### config.mk
export PLATFORM = sky130hd
export DESIGN_NAME = uart8_receiver
export DESIGN_NICKNAME = d
export VERILOG_FILES = /design/src/rtl/uart8_receiver.sv
export SDC_FILE = /design/constraint.sdc
export NUM_CORES = 1
export LEC_CHECK = 0
export CAP_MARGIN = 20
export CORE_MARGIN = 4
export CORE_UTILIZATION = 25
export CTS_CLUSTER_SIZE = 20
export DETAILED_ROUTE_END_ITERATION = 16
export DONT_BUFFER_PORTS = 1
export PLACE_DENSITY = 0.42
export SLEW_MARGIN = 20
export SYNTH_ARGS = -nofsm -noshare
export SYNTH_HDL_FRONTEND = slang
export SYNTH_SLANG_ARGS = --single-unit
### constraint.sdc
create_clock -name i_clk -period 2.5 [get_ports i_clk]
set_input_delay 0.75 -clock i_clk [delete_from_list [all_inputs] [get_ports i_clk]]
set_output_delay 0.75 -clock i_clk [all_outputs]
set_load 0.02 [all_outputs]
### src/rtl/uart8_receiver.sv
// 8-bit UART receiver: oversampled start/data/parity/stop recovery.
// Good bytes go to the rx FIFO; framing, parity and overrun errors are pulsed.
module uart8_receiver #(
    parameter int OVERSAMPLE  = 16,
    parameter int PARITY_MODE = 0,
    parameter int SYNC_STAGES = 2
) (
    input  logic       i_clk,
    input  logic       i_rst,
    input  logic       i_en,
    input  logic       i_rx,
    input  logic       i_is_fifo_full,
    output logic [7:0] o_out,
    output logic       o_fifo_wr_en,
    output logic       o_done,
    output logic       o_busy,
    output logic       o_frame_err,
    output logic       o_parity_err,
    output logic       o_overrun
);

    localparam int CW = $clog2(OVERSAMPLE);
    localparam logic [CW-1:0] C_HALF = CW'(OVERSAMPLE / 2 - 1);
    localparam logic [CW-1:0] C_FULL = CW'(OVERSAMPLE - 1);

    typedef enum logic [2:0] {
        S_IDLE,
        S_START,
        S_DATA,
        S_PARITY,
        S_STOP,
        S_BREAK
    } state_t;

    state_t                 r_state;
    logic [SYNC_STAGES-1:0] r_sync;
    logic [CW-1:0]          r_cnt;
    logic [2:0]             r_bit_idx;
    logic [7:0]             r_shift;
    logic                   r_par;
    logic                   r_perr;
    logic [7:0]             r_out;
    logic                   r_wr;
    logic                   r_done;
    logic                   r_busy;
    logic                   r_fe;
    logic                   r_pe;
    logic                   r_ov;

    logic w_rx_s;
    logic w_tick;
    logic w_par_exp;

    assign w_rx_s = r_sync[SYNC_STAGES-1];
    assign w_tick = (r_cnt == C_FULL);

    always_comb begin
        w_par_exp = 1'b0;
        case (PARITY_MODE)
            1:       w_par_exp = r_par;
            2:       w_par_exp = ~r_par;
            3:       w_par_exp = 1'b1;
            default: w_par_exp = 1'b0;
        endcase
    end

    always_ff @(posedge i_clk) begin
        if (i_rst) begin
            r_sync <= '1;
        end else begin
            r_sync <= {r_sync[SYNC_STAGES-2:0], i_rx};
        end
    end

    always_ff @(posedge i_clk) begin
        if (i_rst) begin
            r_state   <= S_IDLE;
            r_cnt     <= '0;
            r_bit_idx <= '0;
            r_shift   <= '0;
            r_par     <= 1'b0;
            r_perr    <= 1'b0;
            r_out     <= '0;
            r_wr      <= 1'b0;
            r_done    <= 1'b0;
            r_busy    <= 1'b0;
            r_fe      <= 1'b0;
            r_pe      <= 1'b0;
            r_ov      <= 1'b0;
        end else begin
            r_wr   <= 1'b0;
            r_done <= 1'b0;
            r_fe   <= 1'b0;
            r_pe   <= 1'b0;
            r_ov   <= 1'b0;
            unique case (r_state)
                S_IDLE: begin
                    if (i_en && !w_rx_s) begin
                        r_state <= S_START;
                        r_cnt   <= '0;
                        r_busy  <= 1'b1;
                    end
                end
                S_START: begin
                    if (r_cnt == C_HALF) begin
                        if (w_rx_s) begin
                            r_state <= S_IDLE;
                            r_busy  <= 1'b0;
                        end else begin
                            // mid-start-bit: all later samples are whole bits from here
                            r_state   <= S_DATA;
                            r_cnt     <= '0;
                            r_bit_idx <= '0;
                            r_par     <= 1'b0;
                            r_perr    <= 1'b0;
                        end
                    end else begin
                        r_cnt <= r_cnt + 1'b1;
                    end
                end
                S_DATA: begin
                    if (w_tick) begin
                        r_cnt   <= '0;
                        r_shift <= {w_rx_s, r_shift[7:1]};
                        r_par   <= r_par ^ w_rx_s;
                        if (r_bit_idx == 3'd7) begin
                            r_state <= (PARITY_MODE != 0) ? S_PARITY : S_STOP;
                        end else begin
                            r_bit_idx <= r_bit_idx + 1'b1;
                        end
                    end else begin
                        r_cnt <= r_cnt + 1'b1;
                    end
                end
                S_PARITY: begin
                    if (w_tick) begin
                        r_cnt   <= '0;
                        r_perr  <= (w_rx_s != w_par_exp);
                        r_state <= S_STOP;
                    end else begin
                        r_cnt <= r_cnt + 1'b1;
                    end
                end
                S_STOP: begin
                    if (w_tick) begin
                        r_cnt  <= '0;
                        r_done <= 1'b1;
                        if (!w_rx_s) begin
                            r_fe    <= 1'b1;
                            r_state <= S_BREAK;
                        end else begin
                            r_state <= S_IDLE;
                            r_busy  <= 1'b0;
                            if (r_perr) begin
                                r_pe <= 1'b1;
                            end else if (i_is_fifo_full) begin
                                r_ov <= 1'b1;
                            end else begin
                                r_wr  <= 1'b1;
                                r_out <= r_shift;
                            end
                        end
                    end else begin
                        r_cnt <= r_cnt + 1'b1;
                    end
                end
                S_BREAK: begin
                    // a held-low line must go idle before another start counts
                    if (w_rx_s) begin
                        r_state <= S_IDLE;
                        r_busy  <= 1'b0;
                    end
                end
                default: begin
                    r_state <= S_IDLE;
                    r_busy  <= 1'b0;
                end
            endcase
        end
    end

    assign o_out        = r_out;
    assign o_fifo_wr_en = r_wr;
    assign o_done       = r_done;
    assign o_busy       = r_busy;
    assign o_frame_err  = r_fe;
    assign o_parity_err = r_pe;
    assign o_overrun    = r_ov;

endmodule

==> summary by stage, run 1 <==
Outcome
The flow ran to the end, and the final reports show no timing, DRC or antenna violations.

Worst setup path
The biggest cell delay along the critical path is 0.81 ns. The critical path goes through ha_1 -> nand3_1 -> or4_1 -> mux2i_1 -> nor2_1. The critical path is of the reg2reg type. For the worst setup path, the data required time is 2.68 ns.

For the worst setup path, the data arrival time is 2.31 ns. The highest fanout seen on the critical path is 8. The worst setup path is captured at a flip-flop. The worst setup path is launched from a flip-flop. On the critical path, the stage with the largest delay is an instance of or4_1.

STA
Setup repair after global routing left no endpoint under its margin. The max-slew violation total from the final report is 0. The pin slew with the least headroom to its limit is 0.569 ns. For the final database, setup skew stands at 0.00672 ns. The setup TNS is 0 ns.

The worst setup margin is 0.370 ns. The worst max-slew margin expressed relative to the limit is 61.1%. The final clock period utilization by the worst path is 85.2%. The fmax is 469 MHz. The count of final setup violators is 0. The final-report hold violation count is 0. The shortest period the worst path allows is 2.13 ns.

Logic synthesis
The netlist area before placement is 1570 sq um. The number of enable flip-flop cells after synthesis is 0. The proportion of register bits with asynchronous set or reset after synthesis is 0%.

The cell count after synthesis is 176. The top cell type by area accounts for 44.8% of the synthesized area. The sequential-to-total area share from yosys stat is 44.8%. The number of nets in the synthesized netlist is 184. In this run the mean area of a mapped cell was 8.89 sq um. Counting instances in the post-synthesis netlist gives the leading cell types as dfxtp_1 (35), a21oi_1 (15), nand2_1 (14). The number of distinct library cell variants in the gate-level netlist after synthesis is 41. The number of flip-flops and latches in the synthesized netlist is 35. For this run, the number of Yosys warnings is 0.

The post-synthesis cell type with the largest combined area is dfxtp_1. Yosys instantiated no cell more often than dfxtp_1. Among all flip-flop cells after synthesis, the most frequent one is dfxtp_1. Yosys attributes the largest share of cell area to dfxtp_1 (45%), mux2i_1 (5.8%), a21oi_1 (4.8%).

GRT
For this run, the total global-route usage over all layers was measured as 9.86%. Entering global routing, the biggest net connects 30 pins. The initial antenna violation count is 0. The total congestion overflow is 0. The first-pass GRT wire length is 5800 microns.

The number of global-route vias before repair came to 1159.

Placement
The worst slack after detailed placement is 0.372 ns. Once detailed placement completed, the half-perimeter wirelength came to 2390 microns. The instance area at placement is 1630 sq um. The routability-driven placement congestion ratio is 0.753. Input and output buffers added on the ports amount to 0.

Clock tree
The post-CTS setup-driven buffer insertion count is 0. The number of buffers on the longest clock path is 2. The number of hold buffers added after cts is 0. The clock buffer count from CTS is 5. For the worst-skew pair, the clock arrives at the later sink with an insertion delay of 0.29 ns. TritonCTS built the clock tree. Clock tree synthesis found a total of 35 sinks. The CTS H-tree depth is 2. In this run the clock root is driven by a clkbuf_8. Clock-pin slew was measured on the worst setup and hold paths at 0.08 ns. Once the clock tree was built, the resizer swapped 0 gates to a different size.

Power and ir drop
The largest vdd supply drop is 0.205 mV. For this design the static power due to leakage is 0.651 nW. Dividing total power by cell area gives a power density of 577 nW/um^2.

Routing
The first routing iteration left 55 violations. The pre-antenna-repair detailed-routing pass consisted of 4 iterations. Wires add up to 3430 microns. The detailed-route DRC error count is 0.

The number of nets with antenna violations after detailed routing is 0. In the final routed layout, each cell accounts on average for 13.7 microns. The average via count per standard cell is 4.94. The final route contains 1240 vias.

Cells and area
The share of cells above drive strength 1 is 10.8%. In the final design database the tool counted 183 nets. 0 antenna diodes ended up in the layout. Once layout is done, the placed cells without fillers occupy 1720 sq um. The area growth from synthesis to layout is 9.67%.

Floorplan
In this run the core area contains 28 standard-cell rows. In this run the horizontal extent of the chip is 87.1 microns. 19 I/O pins were placed. The die height is 87.1 microns. The placeable core region is 5990 sq um. The die covers 7590 sq um. The effective utilization at floorplan is 26.1%.

Run
Max-cap violations in this run came to 0.

Worst hold path
In this run the worst hold path is classified as reg2reg.
metrics by stage:
step                      cells  power [mW]  utilization (%)  hold slack (ns)
after floorplan             176       0.598                -            0.389
after global placement      243       0.597             27.2            0.394
after detailed placement    243       0.598             27.2            0.405
after CTS                   251        1.00             28.7            0.423
after global routing        251        1.03             28.7            0.435
final                       251       0.990             28.7            0.415
metal layers:
metal / part of all wire (%) / up-vias / track usage [%]
li1: - / 637 / -
met1: 47 / 572 / 12.7
met2: 45 / 25 / 14.6
met3: 6.0 / 6 / 3.88
met4: 1.6 / 0 / 4.18
met5: 0 / - / 0
path summary, 6_finish.rpt:
path,start,to,slack [ns],cells past startpoint
worst min-delay path,r_sync[0],r_sync[1],0.41,1
worst max-delay path,r_cnt[0],o_out[5],0.37,5
worst max register to register,r_cnt[0],o_out[5],0.37,5
worst min register to register,r_sync[0],r_sync[1],0.41,1
cells in the final DEF (no fill, tap or decap), types with 2 or more instances in the layout:
| cell | Yosys | layout |
|---|---|---|
| a21oi_1 | 15 | 15 |
| a22o_1 | 2 | 2 |
| and3_1 | 2 | 2 |
| buf_4 | 1 | 6 |
| clkbuf_8 | 0 | 5 |
| dfxtp_1 | 35 | 35 |
| ha_1 | 3 | 3 |
| inv_1 | 4 | 4 |
| mux2i_1 | 9 | 9 |
| nand2_1 | 14 | 14 |
| nand2b_1 | 6 | 6 |
| nand3_1 | 13 | 13 |
| nand4_1 | 2 | 2 |
| nor2_1 | 12 | 12 |
| nor3_1 | 4 | 4 |
| nor3b_1 | 2 | 2 |
| o211ai_1 | 4 | 4 |
| o21a_1 | 2 | 2 |
| o21ai_0 | 7 | 7 |
| o22ai_1 | 2 | 2 |
| o41ai_1 | 2 | 2 |
| or2_2 | 3 | 3 |
| or4_1 | 2 | 2 |
| or4b_1 | 2 | 2 |
power breakdown:
part / switching, mW / internal (mW) / total [mW] / leakage [nW]
Combinational: 0.0111 / 0.00844 / 0.0195 / 0.327
Sequential: 0.00435 / 0.561 / 0.565 / 0.282
Clock: 0.211 / 0.195 / 0.406 / 0.0412
Total: 0.227 / 0.764 / 0.990 / 0.651
final cells by class:
class,instances,area [sq um]
sequential,35,701
inverter,4,15.0
multi-input combinational,123,777
clock buffer,6,72.6
tap,75,93.8
timing repair buffer,6,45.0
fill,615,4270
clock inverter,2,12.5
flip-flops by register name, summed over array words and instances, names as in the netlist, 2 cells and up:
name	flops
r_cnt	4
r_state	3
r_shift	8
r_bit_idx	3
r_sync	2
o_out	8
worst max-delay path: cells and delay by family (launching register included):
family                     cells  cell delay, ns
DFF                            1            0.38
adders and majority gates      1            0.30
muxes                          1            0.23
and+or+nand+nor                3            1.11
logic make-up (layout without fill, tap and decap cells):
group / Yosys count / in the layout / share of synthesized area (%)
AOI/OAI and AO/OA: 39 / 39 / 15.6
xor gates and xnor gates: 1 / 1 / 0.560
and+or+nand+nor: 70 / 70 / 24.6
adders and majority gates: 3 / 3 / 2.40
DFF: 35 / 35 / 44.8
buffers and inverters: 18 / 18 / 5.60
muxes: 10 / 10 / 6.47
Note: power is estimated with default switching activity, not from simulation.
==> run 2, diff against run 1 <==
--- a/config.mk
+++ b/config.mk
@@ -8,10 +8,12 @@
 export CAP_MARGIN = 20
 export CORE_MARGIN = 4
 export CORE_UTILIZATION = 25
+export CTS_CLUSTER_DIAMETER = 60
 export CTS_CLUSTER_SIZE = 20
 export DETAILED_ROUTE_END_ITERATION = 16
 export DONT_BUFFER_PORTS = 1
-export PLACE_DENSITY = 0.42
+export PLACE_DENSITY = 0.48
+export SETUP_SLACK_MARGIN = 0.4
 export SLEW_MARGIN = 20
 export SYNTH_ARGS = -nofsm -noshare
 export SYNTH_HDL_FRONTEND = slang
==> run 2 against run 1 <==
Largest cell class unchanged. Sequential share of layout area down 0.27 points. Clock skew down 0.0022 ns. Total power down 0.75%. Worst hold slack worse by 0.0015 ns. Highest routed layer unchanged. Clock-buffer cell count unchanged. Design area up 0.66%.
==> summary by stage, run 2 (synthesized netlist as in run 1, its figures left out) <==
Worst hold path
Counting instances, the worst hold path has a depth of 1. The class of the tightest hold or removal check is reg2reg. In this run the most critical hold path is launched from r_sync[0].

Placement
Summed over all nets, the half-perimeter wirelength after detailed placement is 2350 microns. The congestion estimate from routability-driven global placement came to 0.705. The placed instance count is 244. Port buffering added 0 buffers.

STA
Setup repair after global routing left no endpoint under its margin. The max-slew violation total from the final report is 0. The worst pin sits at a relative slew slack of 72.3%. The pin slew with the least headroom to its limit is 0.405 ns.

The final-report hold violation count was 0. After routing, the total negative slack on setup checks comes to 0 ns. Setup violations remaining at the end of the flow were counted as 0. Hold timing on the final database bottoms out at a slack of 0.413 ns. After layout, the minimum clock period comes to 1.92 ns.

The setup skew after layout is 0.00451 ns. The fmax is 521 MHz. The final clock period utilization by the worst path is 76.8%.

Floorplan
The die is 87.1 microns tall. Once the floorplan was initialized, standard cells occupied 26.1% of the core. The die is 87.1 microns wide. The total area inside the core boundary comes to 5990 sq um. The die area is 7590 sq um. The floorplan has 28 rows. The I/O pin count is 19.

Cells and area
The area growth from synthesis to layout is 10.4%. The share of cells above drive strength 1 is 11.9%. The multi-input combinational cells in the finished layout cover a total of 781 sq um.

The final standard cell count with taps included and fillers excluded is 252. The antenna diode count is 0. In the final design database the tool counted 184 nets. The most frequent standard cell in the layout excluding fill and tap cells is dfxtp_1. The library cells used most frequently in the layout, excluding fill and tap cells, are dfxtp_1 (35), a21oi_1 (15), nand2_1 (14). The share of the core filled with cells in the final layout is 28.8%.

The sequential cell area is 701 sq um. The count of filler cells inserted in the layout is 651.

GRT
Entering global routing, the biggest net connects 30 pins. The overall track demand over capacity in global routing is 9.79%. The first global-routing pass estimated 5750 microns of wire. Global routing used 13.3% of the available met2 tracks. Global routing used 13.3% of the available met1 tracks.

The initial antenna violation count is 0. The total congestion overflow is 0. For met3 alone, demand over resource in global routing was 4.35%. The number of global-route vias before repair is 1181. The busiest metal layer after global routing is met2.

Clock tree
The buffer cell driving the clock tree root is clkbuf_8. The clock net in this run drives a total of 35 sinks. The clock passes through at most 2 buffers. CTS built an H-tree with a depth of 2. Hold repair after CTS inserted 0 buffers. The clock latency of the later-clocked register in the worst-skew pair is 0.29 ns. Post-CTS timing repair inserted 0 buffers for setup. TritonCTS built the clock tree. Gates resized during post-CTS repair numbered 0.

Counting the buffers created by CTS gives 5. The clock transition at the register clock pins on the worst setup and hold paths after CTS is 0.07 ns.

Worst setup path
The critical path crosses 5 cells after its start point. The startpoint identified for the worst register-to-register timing path is r_cnt[0]. STA classifies the critical path startpoint as a flip-flop. For this run, the slowest stage of the critical path takes 0.47 ns. The nature of the critical path endpoint is a flip-flop. The worst register-to-register path has a depth of 5.

The data arrival time of the critical path is 2.08 ns. The cell class contributing the biggest share of worst-path delay is compound AO/OA/AOI/OAI gates. The highest fanout seen on the critical path is 11. The buffer and inverter count on the worst path is 0. Walking the worst path, the cells encountered are ha_1 -> and3_1 -> a21oi_1 -> o21ai_0 -> o211ai_1. The largest individual stage delay along the critical path comes from the cell and3_1. The path type of the worst setup path is reg2reg. The required time of the critical path is 2.66 ns. The origin of the worst setup path is r_cnt[0].

Routing
After detailed routing, the number of remaining DRC violations is 0. The number of iterations in the first detailed-routing pass is 4. The number of nets with antenna violations after detailed routing is 0. The routed via count is 1243. In the final routed layout, each cell accounts on average for 13.6 microns. The final layout contains routed wiring with a total length of 3430 microns. Using the TritonRoute via totals, the vias-per-cell ratio works out to 4.93. For this block, the initial DRC count from the detailed router was 81.

Power and ir drop
In this run the power density over the cells is 569 nW/um^2. The largest vdd supply drop is 0.234 mV. Summed over all cells, the static leakage comes to 0.658 nW.

Run
The number of max-capacitance violations reported is 0.

Outcome
The flow ran to the end, and the final reports show no timing, DRC or antenna violations.
run 2: cell types whose count changed in the layout (fill, tap and decap cells not counted):
cell   previous run  this run
buf_4             6         7
or4_1             2         1
or4_4             0         1
run 2: cell type report:
| cell class | count | area share, % |
|---|---|---|
| multi-input combinational | 123 | 45.2 |
| sequential | 35 | 40.6 |
| tap | 75 | 5.43 |
| clock buffer | 6 | 4.20 |
| timing repair buffer | 7 | 3.04 |
| inverter | 4 | 0.869 |
| clock inverter | 2 | 0.724 |
run 2: worst paths after layout:
kind / slack (ns) / to
max: 0.58 / r_cnt[3]
min: 0.41 / r_sync[1]
max reg2reg: 0.58 / r_cnt[3]
min reg2reg: 0.41 / r_sync[1]
run 2: through the flow:
stage                     area [sq um]  setup WS (ns)  power (mW)
after floorplan                   1570          0.735       0.598
after global placement            1640          0.465       0.597
after detailed placement          1640          0.427       0.597
after CTS                         1720          0.417        1.00
after global routing              1730          0.416        1.03
final                             1730          0.581       0.983
run 2: report_power, final:
group / leakage (nW) / internal [mW] / total, mW / switching, mW
clock: 0.0412 / 0.195 / 0.398 / 0.204
combinational: 0.334 / 0.00844 / 0.0195 / 0.0110
sequential: 0.282 / 0.561 / 0.565 / 0.00422
run 2: layer usage:
| layer | vias up | part of all wire (%) |
|---|---|---|
| li1 | 633 | - |
| met1 | 578 | 49 |
| met2 | 27 | 42 |
| met3 | 5 | 7.2 |
| met4 | 0 | 1.4 |
| met5 | - | 0 |
==> run 3, diff against run 2 <==
==> constraint.sdc (replaced) <==
create_clock -name i_clk -period 1.8 [get_ports i_clk]
set_input_delay 0.54 -clock i_clk [delete_from_list [all_inputs] [get_ports i_clk]]
set_output_delay 0.54 -clock i_clk [all_outputs]
set_load 0.02 [all_outputs]
==> run 3 against run 2 <==
Die area did not move. Non-clock buffer count rose by 7. Worst setup slack got worse by 0.52 ns. First-iteration DRC count rose by 62%. Clock-buffer cell count fell by 1. Wire length rose by 5.7%. Critical endpoint is now r_bit_idx[0]. Highest routed layer unchanged. Design area rose by 15%. Utilization rose by 4.2 points. Register-to-register slack got worse by 0.52 ns.
==> summary by stage, run 3 (synthesized netlist as in run 1, its figures left out) <==
Cells and area
The library cell used most frequently in the layout, excluding fill and tap cells, is dfxtp_1. Summing all multi-input logic gate instances after layout gives 937 sq um. Cells fill 33.0% of the core in the end.

The number of antenna diodes in the final layout is 0. The share of cells above drive strength 1 is 31.5%. In the final layout, flip-flops and latches occupy 711 sq um. The count of filler cells inserted in the layout is 600.

After the last flow step, the layout net total stands at 191. From synthesis to final layout, the design area changed by 26.5%. In the layout the commonest cells are dfxtp_1 (27), nand2_1 (14), a21oi_1 (13). The finished layout holds 259 standard cells, fillers aside.

Clock tree
The number of hold buffers added after cts is 0. Clock tree synthesis selected as its root buffer the cell clkbuf_8. The CTS H-tree depth is 2. The number of buffers on the longest clock path is 2.

The number of clock buffers added by TritonCTS is 5. The clock transition at the register clock pins on the worst setup and hold paths after CTS is 0.08 ns. The CTS tree is yes. For this design, the sink count on the clock tree is 35. Clock latency on the worst-skew pair, taken at its later pin, is 0.29 ns.

Routing
After detailed routing, the total wire length is 3620 microns. The first detailed-routing pass took 4 iterations. The routed via count is 1281.

The number of nets with antenna violations after detailed routing is 0. The detailed-route DRC error count is 0. Dividing the detail-routed via count by the number of cells gives 4.95.

Dividing the detail-routed wire length by the instance count gives 14.0 microns. The first routing iteration left 131 violations.

Worst setup path
For the worst setup path, the data required time is 1.98 ns. Walking the worst path, the cells encountered are ha_4 -> ha_4 -> or4b_4 -> o41ai_2 -> a21oi_2 -> mux2_4. The nature of the critical path startpoint is a flip-flop.

The path type of the worst setup path is reg2reg. The most used cell along the critical path is ha_4. The nature of the critical path endpoint is a flip-flop. Of all nets on the critical path, the largest fanout is 3. The buffer and inverter count on the worst path is 0.

The biggest cell delay along the critical path is 0.50 ns. Data on the critical path arrives at its endpoint at 1.92 ns. The slowest stage cell on the critical path is or4b_4. Grouping stages by cell kind, the critical path spends the most delay in simple AND/OR/NAND/NOR gates.

Run
The number of max-capacitance violations reported is 0.

Floorplan
The die area is 7590 sq um. In this run the core area contains 28 standard-cell rows. In this run the horizontal extent of the chip is 87.1 microns. In this run the count of I/O pins placed on the die edge is 19. The placeable core region is 5990 sq um. The initial utilization of the core area, before any placement, comes to 26.1%. The die height is 87.1 microns.

GRT
The first-pass GRT wire length is 6110 microns. Summed over all layers, the global routing overflow is 0. The initial antenna violation count is 0. For this run, the total global-route usage over all layers was measured as 10.3%.

The number of global-route vias before repair is 1265. Entering global routing, the biggest net connects 30 pins.

Placement
The detailed placement HPWL is 2410 microns. The placed instance count is 249. Routability-driven placement finished with a final weighted congestion of 0.718. OpenSTA, run right after detailed placement, puts the worst setup slack at 0.0464 ns.

The number of buffers added on ports is 0.

Power and ir drop
The static leakage is 0.718 nW. In this run the power density over the cells is 710 nW/um^2. The largest vdd supply drop is 0.318 mV.

STA
The count of final setup violators is 0. For the pin with the worst max-slew slack, the measured transition is 0.351 ns. Timing would allow up to 576 MHz. Once routing completed, OpenROAD measured the worst setup slack at 0.0625 ns. The worst path in the final design needs a cycle of 1.74 ns, including I/O delays and setup.

Setup repair after global routing could not meet its margin everywhere. The final clock period utilization by the worst path is 96.5%. The final-report hold violation count is 0. Across the routed clock network, the largest skew measured is 0.00647 ns. The max-slew violation total from the final report is 0. The worst max-slew margin expressed relative to the limit is 76.4%.

Outcome
The flow ran to the end, and the final reports show no timing, DRC or antenna violations.

Worst hold path
The path class of the tightest hold or removal check is in2reg.
run 3: cell count changes in the layout (fill, tap and decap cells not counted), sizes merged:
| cell | previous run | this run |
|---|---|---|
| clkbuf | 6 | 5 |
| clkinv | 1 | 2 |
| buf | 7 | 14 |
run 3: per-stage QoR:
stage | cell area, sq um | setup TNS, ns | hold slack (ns) | power (mW)
floorplan | 1640 | 0 | 0.389 | 0.834
global placement | 1760 | 0 | 0.397 | 0.837
detailed placement | 1760 | 0 | 0.392 | 0.837
CTS | 1920 | 0 | 0.298 | 1.43
global route | 1980 | -0.00320 | 0.295 | 1.48
finish | 1980 | 0 | 0.315 | 1.41
run 3: path summary, 6_finish.rpt:
| path | from | to | slack [ns] | cells past startpoint |
|---|---|---|---|---|
| min | i_is_fifo_full | o_fifo_wr_en | 0.32 | 1 |
| max reg2reg | r_bit_idx[0] | r_bit_idx[0] | 0.06 | 6 |
| max | r_bit_idx[0] | r_bit_idx[0] | 0.06 | 6 |
| min reg2reg | r_sync[0] | r_sync[1] | 0.41 | 1 |
run 3: layout make-up:
type                            count  area share, %
Clock inverter                      3           1.26
Tap cell                           75           4.74
Multi-Input combinational cell    123           47.3
Inverter                            4          0.759
Sequential cell                    35           35.9
Clock buffer                        5           3.48
Timing Repair Buffer               14           6.51
run 3: layer usage:
metal	GRT usage, %	vias to the layer above	wire length (microns)
met5	0	-	0
met4	4.18	0	57
met3	3.41	4	185
met2	15.4	24	1710
met1	13.5	600	1670
li1	-	653	-
run 3: power breakdown:
part | switching [mW] | internal, mW
registers | 0.00684 | 0.779
logic | 0.0196 | 0.0201
clock network | 0.304 | 0.276
total | 0.330 | 1.08
run 3: repair_timing:
action                                  CTS  global route
buffers inserted                          2             0
cloned                                    0             0
endpoints found under the setup margin   30            25
pin swaps                                 7             6
gates resized for setup                  15            15
